## src/rtl/mem_bus_sequencer.sv

```systemverilog
// mem_bus_sequencer: external-memory bus-cycle engine.
// Runs one read or write access through the ADDR -> SETUP -> DATA -> HOLD
// sequence and drives the memory strobes and the SysBus enables. The address
// and minimum data phase lengths are set by parameters. nWait can stretch the
// data phase, up to MAX_WAIT extra cycles, before the access is forced to end
// with an error. A request seen in HOLD chains straight into the next access.
module mem_bus_sequencer #(
  parameter int ADDR_CYCLES = 1,
  parameter int WAIT_CYCLES = 1,
  parameter int MAX_WAIT    = 15,
  parameter int CNT_W       = 4
) (
  input  logic Clock,
  input  logic nReset,
  input  logic Req,
  input  logic Write,
  input  logic nWait,
  output logic Busy,
  output logic Done,
  output logic Err,
  output logic AddrEn,
  output logic DataOutEn,
  output logic DataLatch,
  output logic ALE,
  output logic nME,
  output logic nOE,
  output logic nWE,
  output logic ENB
);

  typedef enum logic [2:0] {
    IDLE  = 3'd0,
    ADDR  = 3'd1,
    SETUP = 3'd2,
    DATA  = 3'd3,
    HOLD  = 3'd4
  } state_t;

  localparam logic [CNT_W-1:0] ADDR_LAST = CNT_W'(ADDR_CYCLES - 1);
  localparam logic [CNT_W-1:0] WAIT_LAST = CNT_W'(WAIT_CYCLES - 1);
  localparam logic [CNT_W-1:0] EXT_LIMIT = CNT_W'(MAX_WAIT);
  localparam logic [CNT_W-1:0] CNT_ONE   = CNT_W'(1);
  localparam logic [CNT_W-1:0] CNT_FULL  = {CNT_W{1'b1}};

  state_t           state;
  state_t           state_next;
  logic             write_q;
  logic             write_next;
  logic             timeout_q;
  logic             timeout_next;
  logic [CNT_W-1:0] phase_cnt;
  logic [CNT_W-1:0] phase_next;
  logic [CNT_W-1:0] ext_cnt;
  logic [CNT_W-1:0] ext_next;
  logic             min_done;
  logic             ext_full;

  // Data-phase status: the minimum length has elapsed, and the extension budget is used up.
  always_comb begin
    min_done = (phase_cnt == WAIT_LAST);
    ext_full = (ext_cnt == EXT_LIMIT);
  end

  // State, latched direction, timeout flag and counters; reset drops everything to idle at once.
  always_ff @(posedge Clock or negedge nReset) begin
    if (!nReset) begin
      state     <= IDLE;
      write_q   <= 1'b0;
      timeout_q <= 1'b0;
      phase_cnt <= '0;
      ext_cnt   <= '0;
    end else begin
      state     <= state_next;
      write_q   <= write_next;
      timeout_q <= timeout_next;
      phase_cnt <= phase_next;
      ext_cnt   <= ext_next;
    end
  end

  // Next-state and counter update, plus the decode of state and latched Write into the bus controls.
  always_comb begin
    state_next   = state;
    write_next   = write_q;
    timeout_next = timeout_q;
    phase_next   = phase_cnt;
    ext_next     = ext_cnt;

    Busy      = 1'b0;
    Done      = 1'b0;
    Err       = 1'b0;
    AddrEn    = 1'b0;
    DataOutEn = 1'b0;
    DataLatch = 1'b0;
    ALE       = 1'b0;
    nME       = 1'b1;
    nOE       = 1'b1;
    nWE       = 1'b1;
    ENB       = 1'b0;

    case (state)
      IDLE: begin
        if (Req) begin
          state_next   = ADDR;
          write_next   = Write;
          timeout_next = 1'b0;
          phase_next   = '0;
          ext_next     = '0;
        end
      end

      ADDR: begin
        Busy   = 1'b1;
        ALE    = 1'b1;
        AddrEn = 1'b1;
        if (phase_cnt == ADDR_LAST) begin
          state_next = SETUP;
          phase_next = '0;
        end else if (phase_cnt != CNT_FULL) begin
          phase_next = phase_cnt + CNT_ONE;
        end
      end

      SETUP: begin
        Busy       = 1'b1;
        nME        = 1'b0;
        DataOutEn  = write_q;
        state_next = DATA;
        phase_next = '0;
        ext_next   = '0;
      end

      DATA: begin
        Busy      = 1'b1;
        nME       = 1'b0;
        ENB       = 1'b1;
        nOE       = write_q;
        nWE       = ~write_q;
        DataOutEn = write_q;
        DataLatch = ~write_q & min_done & ~ext_full & nWait;
        if (!min_done) begin
          if (phase_cnt != CNT_FULL) begin
            phase_next = phase_cnt + CNT_ONE;
          end
        end else if (ext_full) begin
          state_next   = HOLD;
          timeout_next = 1'b1;
        end else if (nWait) begin
          state_next   = HOLD;
          timeout_next = 1'b0;
        end else if (ext_cnt != CNT_FULL) begin
          ext_next = ext_cnt + CNT_ONE;
        end
      end

      HOLD: begin
        Busy      = 1'b1;
        Done      = 1'b1;
        Err       = timeout_q;
        nME       = 1'b0;
        DataOutEn = write_q;
        if (Req) begin
          state_next   = ADDR;
          write_next   = Write;
          timeout_next = 1'b0;
          phase_next   = '0;
          ext_next     = '0;
        end else begin
          state_next = IDLE;
        end
      end

      default: begin
        state_next = IDLE;
      end
    endcase
  end

endmodule
```

## config.mk

```make
export PLATFORM = sky130hd
export DESIGN_NAME = mem_bus_sequencer
export DESIGN_NICKNAME = d
export VERILOG_FILES = /design/src/rtl/mem_bus_sequencer.sv
export SDC_FILE = /design/constraint.sdc
export NUM_CORES = 1
export LEC_CHECK = 0
export ABC_AREA = 1
export CAP_MARGIN = 20
export CORE_MARGIN = 2
export CORE_UTILIZATION = 30
export CTS_BUF_LIST = sky130_fd_sc_hd__clkbuf_4
export DETAILED_ROUTE_END_ITERATION = 10
export DONT_BUFFER_PORTS = 1
export PLACE_DENSITY_LB_ADDON = 0.08
export RECOVER_POWER = 50
export SLEW_MARGIN = 10
export SYNTH_ARGS = -nofsm -noshare
export SYNTH_HDL_FRONTEND = slang
export SYNTH_SLANG_ARGS = --single-unit
```

## constraint.sdc

```tcl
create_clock -name Clock -period 2 [get_ports Clock]
set_clock_uncertainty 0.15 [all_clocks]
set_input_delay 0.4 -clock Clock [delete_from_list [all_inputs] [get_ports Clock]]
set_output_delay 0.4 -clock Clock [all_outputs]
set_load 0.02 [all_outputs]
```

==> impl_results.md, run 1 <==
* Die ar. at approximately 0.0035 mm2
* Max_cap viols at 0
* Status: finished, violations left
* GRT Overall Usage at 0.160
* Setup TNS at -0.000983 ns
* Slew @ Worst Pin at roughly 0.72 ns
* Final setup viols at 1
* Worst skew pair latency at between 0.2 and 0.3 ns
* CP arrival at 1.45 ns
* Cells after synthesis at roughly 130
* # nets final at roughly 170
* Syn_nets at about 140
* Synth top area cells: dfrtp_1 35%, nand2_1 18%, inv_1 6.1%, nand3_1 6.0%, nor2_1 4.9%
* Post-synthesis sequential area ratio at 0.353
* CTS H-Tree Depth at 1
* Share of cells above drive strength 1 at 0.350
* Drt first pass iters at 4
* Number of synthesized flops with an enable pin at 0
* Hold Path Sink: write_q
* GR Overflow Total at 0
* Yosys top cell area share at 0.353
* Ports at 16
* Commonest non-fill, non-tap cell in the layout: nand2_1
* CP max-delay cell: dfrtp_1
* Failing checks: setup timing
* GP Congestion at between 0.7 and 0.8
* Setup ws final at -0.000983 ns
* First-pass GRT wire length at around 4300 um
* Worst r2r dst: phase_cnt[1]
* Chip width at roughly 60 um
* FMAX at ~500 MHz
* Hold path cells at 2
* Total wire length at roughly 2500 um
* RSZ-0062 raised after global routing: true
* Flop2flop setup slack at 0.10 ns
* Via count at around 930
* CP max FO at 2
* Pwr dens at roughly 1600 mW/mm2
* Fin crit share at 1.00
* Core Footprint at ~0.0030 mm2
* Crit Path Class: flip-flop to primary output
* Hold Slack at approximately 0.13 ns
* Crit path cell chain: inv_2 -> ha_4 -> nand3_4 -> nor4_2 -> buf_4
* Area leader, netlist: dfrtp_1
* Reg2Reg Depth at 14
* Lkg Pwr at ~0.00062 uW
* Filler Cell Count at 320
* Worst setup EP type: primary output
* Worst slew margin at 0.518
* CTS tree: yes
* Fin util at 0.419
* Clk pin slew, worst setup/hold paths at about 0.090 ns
* Routed Antenna Nets at 0
* HPWL Detailed at ~1700 um
* FF+latch count, synth at 13
* Ys Warns at 0
* Max-slew violation count at 0
* Cts bufs inserted at 3
* Worst R2R Start: phase_cnt[1]
* Largest net degree at the start of global routing at 14
* CTS Sinks at 13
* Avg Cell Area, Syn at between 7 and 8 um2
* Most frequent cells in the layout: 42 x nand2_1, 24 x buf_4, 13 x inv_1, 12 x nor2_1, 11 x nand3_1
* Antenna violations before repair at 0
* DRT iter0 DRCs at 28
* Worst hold path type: input port to flip-flop
* Worst IR Drop VDD at 0.000336 V
* Die Y at 59.4 um
* Root Buffer: clkbuf_4
* Netlist cell types at 23
* Critical path required time at ~1.5 ns
* Startpoint Class: flip-flop
* DR vias/cell at 4.77
* Async set-reset flop share out of synthesis at 1.00
* Final hold viol count at 0
* Wire length per cell at 12.7 um
* Number of buffers and inverters on the critical path at 2
* HP Start: Write
* Vias in the first global route at 946
* Row cnt at 20
* # port buffers at 0
* Area growth syn-to-layout at 35.6%
* Total inserted antenna cells at 0
* Min cycle time layout at around 2.0 ns
* Post-synthesis cell area at approximately 900 um2
* Cell family with most CP delay: flip-flops
* Top_reg_cell synth: dfrtp_1
* Slowest cell delay on critical path at between 0.4 and 0.5 ns
* Clock Tree Buf Depth at 2
* Starting Density at 0.309
* Remaining DRCs at 0
layer usage:
layer | track usage | share of wire | up-vias
li1 | - | - | 475
met2 | 0.281 | 0.49 | 20
met1 | 0.201 | 0.46 | 437
met4 | 0.0390 | 0.0040 | 0
met5 | 0 | 0 | -
met3 | 0.0306 | 0.047 | 2
kinds of logic (layout without fill, tap and decap cells):
logic type               Yosys count  after routing  synth area share
AND/OR/NAND/NOR                   81             81             0.413
XOR/XNOR                           2              2            0.0190
flip-flops                        13             13             0.353
adder cells (fa/ha/maj)            3              3            0.0408
buffers and inverters             19             51            0.0937
AO/OA/AOI/OAI                     13             13            0.0802
area by class of cell:
| class | instances | area [um2] | area share |
|---|---|---|---|
| well taps | 33 | 41.3 | 0.0331 |
| clock buffers | 4 | 30.0 | 0.0240 |
| inverters | 17 | 67.6 | 0.0541 |
| multi-input cells | 99 | 546 | 0.437 |
| flip-flops and latches | 13 | 329 | 0.264 |
| repair buffers | 30 | 235 | 0.188 |
cells in the mapped netlist (2+ instances only):
master   instances
nor2_2           3
nand3_2          3
nand3_1         11
nor2_1          12
a21oi_1          3
nand2_2          5
nand4_1          2
nand2_1         43
inv_1           15
dfrtp_1         13
o21ai_0          6
o21ai_2          2
ha_1             3
per-stage QoR:
| step | instances | worst slack [ns] | power, uW | cell area, um2 |
|---|---|---|---|---|
| floorplan | 131 | 0.0794 | 1210 | 927 |
| detailed placement | 172 | 0.200 | 1480 | 1020 |
| finish | 196 | -0.000983 | 2010 | 1250 |
| global placement | 172 | 0.240 | 1490 | 1020 |
| global route | 196 | -0.0566 | 2180 | 1250 |
| CTS | 197 | 0.00630 | 1990 | 1250 |
state kept, by name (all words and copies together), names as in the netlist:
signal     flops
ext_cnt        4
phase_cnt      4
state          3
timeout_q      1
write_q        1
how the worst max path moves through the flow:
| stage | from | slack, ns | depth (start not counted) | endpoint |
|---|---|---|---|---|
| after floorplan | state[1] | 0.08 | 4 | DataLatch |
| after global placement | phase_cnt[0] | 0.24 | 5 | DataLatch |
| after detailed placement | ext_cnt[0] | 0.20 | 5 | DataLatch |
| after CTS | phase_cnt[1] | 0.006 | 15 | phase_cnt[1] |
| after global routing | phase_cnt[1] | -0.06 | 5 | DataLatch |
| final | phase_cnt[1] | -0.001 | 5 | DataLatch |
power breakdown:
group,internal [uW],switching (uW),total [uW]
registers,338,73.6,412
clock network,90.8,94.6,185
logic,596,815,1410
total,1030,983,2010
timing repair:
action	CTS	global route
hold buffers	1	0
endpoints found under the hold margin	13	0
buffers inserted	20	0
pin swaps	3	2
resized for setup	11	6
setup endpoints to repair	2	4
No activity file was read; power rests on OpenSTA's default activity.
==> inputs of run 2 (changes only) <==
--- a/config.mk
+++ b/config.mk
@@ -11,7 +11,6 @@
 export CORE_UTILIZATION = 30
 export CTS_BUF_LIST = sky130_fd_sc_hd__clkbuf_4
 export DETAILED_ROUTE_END_ITERATION = 10
-export DONT_BUFFER_PORTS = 1
 export PLACE_DENSITY_LB_ADDON = 0.08
 export RECOVER_POWER = 50
 export SLEW_MARGIN = 10
==> run 2 against run 1 <==
  * The flow now finishes without violations
  * Core utilization rose by 2.4 points
  * Non-clock buffer count rose by 15
  * Hold slack improved by 0.22 ns
  * Die area did not move
  * Via count rose by 3.4%
  * Cell area rose by 5.6%
  * Final cell count rose by 7.7%
  * Largest power group unchanged
==> impl_results.md, run 2 (synthesized netlist as in run 1, its figures left out) <==
* CP arrival at 1.41 ns (-0.04 ns)
* Slew @ Worst Pin at 0.724 ns (+0.00339 ns)
* Row cnt at 20 (unchanged)
* RSZ-0062 raised after global routing: true
* Worst setup EP type: primary output
* Largest regs: ext_cnt: 4 flops, phase_cnt: 4 flops, state: 3 flops
* Worst hold path type: flip-flop to flip-flop
* Area growth syn-to-layout at 43.2%
* Chip width at 59.4 um (unchanged)
* Reg2Reg Depth at 9 (-5)
* DR vias/cell at 4.58 (-3.9%)
* Share of cells above drive strength 1 at 0.360 (+0.00986)
* GRT Overall Usage at 0.141 (-0.0197)
* # nets final at 187 (+8.7%)
* CP max FO at 8 (+6)
* Antenna violations before repair at 0 (unchanged)
* Drt first pass iters at 4 (unchanged)
* HPWL Detailed at 1780 um (+4.8%)
* Root Buffer: clkbuf_4
* Switching power at 944 uW (-4.0%)
* Worst slew margin at 0.517 (-0.000672)
* Fin util at 0.443 (+0.0235)
* Wire length per cell at 11.0 um (-13%)
* Logic pwr share at 0.703 (about the same)
* Setup ws final at 0.0425 ns (+0.0435 ns)
* Post-CTS Hold Buffers at 0 (-1)
* Fin crit share at 0.979 (-0.0218)
* Commonest non-fill, non-tap cell in the layout: nand2_1
* Status: complete, no violations
* Worst skew pair latency at 0.29 ns (about the same)
* Via count at 966 (+3.4%)
* Max-slew violation count at 0 (unchanged)
* Max_cap viols at 0 (unchanged)
* FMAX at 511 MHz (+2.2%)
* GR Overflow Total at 0 (unchanged)
* Vias in the first global route at 894 (-5.5%)
* Ports at 16 (unchanged)
* CTS H-Tree Depth at 1 (unchanged)
* Total wire length at 2310 um (-6.8%)
* Pwr dens at 1450 mW/mm2 (-10%)
* Clock Tree Buf Depth at 2 (unchanged)
* First-pass GRT wire length at 3770 um (-11%)
* Final hold viol count at 0 (unchanged)
* Worst slack at placement at -0.385 ns (-0.585 ns)
* Internal at 963 uW (-6.1%)
* Die ar. at 0.00353 mm2 (unchanged)
* Clk pin slew, worst setup/hold paths at 0.10 ns (about the same)
* Starting Density at 0.309 (unchanged)
* Routed Antenna Nets at 0 (unchanged)
* Switching Share at 0.495 (+0.00559)
* Startpoint Class: flip-flop
* Final setup viols at 0 (-1)
* CTS Sinks at 13 (unchanged)
* GP Congestion at 0.762 (-3.6%)
* Min cycle time layout at 1.96 ns (-0.0435 ns)
* CTS tree: yes
* Power share of the sequential group at 0.207 (+0.002)
* Worst IR Drop VDD at 0.000566 V (+69%)
* Cts bufs inserted at 3 (unchanged)
* Total inserted antenna cells at 0 (unchanged)
* Largest net degree at the start of global routing at 14 (unchanged)
* Core Footprint at 0.00298 mm2 (unchanged)
* Lkg Pwr at 0.000679 uW (+9.1%)
* Crit Path Class: flip-flop to primary output
* Most frequent cells in the layout: 41 x nand2_1, 30 x buf_4, 14 x inv_1, 12 x dfrtp_1
* Die Y at 59.4 um (unchanged)
* Critical path required time at 1.45 ns (about the same)
* Remaining DRCs at 0 (unchanged)
* Clk pwr share at 0.090 (-0.002)
* Hold path cells at 2 (unchanged)
* # port buffers at 15 (+15)
* DRT iter0 DRCs at 14 (-50%)
[run 2: cell types whose count changed in the layout (fill, tap and decap cells not counted), sizes merged]
cell	delta
buf	+7
clkbuf	+2
clkdlybuf4s50	+3
clkinv	+1
dlygate4sd2	+2
[run 2: final timing paths]
| check | from | to | slack [ns] |
|---|---|---|---|
| min in group asynchronous | nReset | timeout_q | 0.52 |
| setup / recovery | state[2] | nWE | 0.04 |
| max in group asynchronous | nReset | state[2] | 0.68 |
| hold / removal | timeout_q | timeout_q | 0.35 |
| hold reg to reg | timeout_q | timeout_q | 0.35 |
| setup reg to reg | state[1] | phase_cnt[1] | 0.23 |
[run 2: layer usage]
metal / vias up / track usage / wire, um
met4: 0 / 0.0390 / 18
met2: 20 / 0.240 / 1130
met1: 433 / 0.182 / 1040
met5: - / 0 / 0
met3: 4 / 0.0218 / 124
li1: 509 / - / -
[run 2: power by group through the flow]
stage | logic [uW] | registers (uW) | clock network, uW
2_1_floorplan | 816 | 393 | 0
3_3_place_gp | 1380 | 403 | 0
3_5_place_dp | 1380 | 406 | 0
4_1_cts | 1360 | 392 | 178
5_1_grt | 1500 | 404 | 189
6_report | 1340 | 394 | 172
[run 2: layout make-up]
class / instances / area (um2)
repair buffers: 45 / 332
clock inverters: 1 / 5.00
well taps: 33 / 41.3
fillers: 312 / 1660
clock buffers: 3 / 22.5
multi-input cells: 99 / 524
flip-flops and latches: 13 / 327
inverters: 17 / 67.6
[run 2: critical path, cell delays in order (launching register included)]
cell and delay, ns:
dfrtp_2 0.49, nor2_8 0.13, buf_6 0.14, nand2_1 0.05, dlygate4sd2_1 0.31
[run 2: timing repair]
item	CTS	global route
endpoints found under the setup margin	11	9
resized for setup	31	16
buffers inserted	2	1
pin swaps	0	3
[run 2: metrics by stage]
| step | area [um2] | setup TNS (ns) | total power [uW] | instances | hold WS, ns |
|---|---|---|---|---|---|
| 4_1_cts | 1320 | -0.199 | 1930 | 210 | 0.270 |
| 6_report | 1320 | 0 | 1910 | 211 | 0.351 |
| 3_3_place_gp | 1300 | -0.505 | 1790 | 204 | 0.325 |
| 2_1_floorplan | 927 | 0 | 1210 | 131 | -0.0456 |
| 3_5_place_dp | 1300 | -0.568 | 1790 | 204 | 0.330 |
| 5_1_grt | 1320 | -0.0443 | 2090 | 211 | 0.397 |
==> inputs of run 3 (changes only) <==
--- a/config.mk
+++ b/config.mk
@@ -11,6 +11,7 @@
 export CORE_UTILIZATION = 30
 export CTS_BUF_LIST = sky130_fd_sc_hd__clkbuf_4
 export DETAILED_ROUTE_END_ITERATION = 10
+export HOLD_SLACK_MARGIN = 0.08
 export PLACE_DENSITY_LB_ADDON = 0.08
 export RECOVER_POWER = 50
 export SLEW_MARGIN = 10
==> results of run 3 <==
No change in the layout: final DEF, timing and power equal those of run 2.
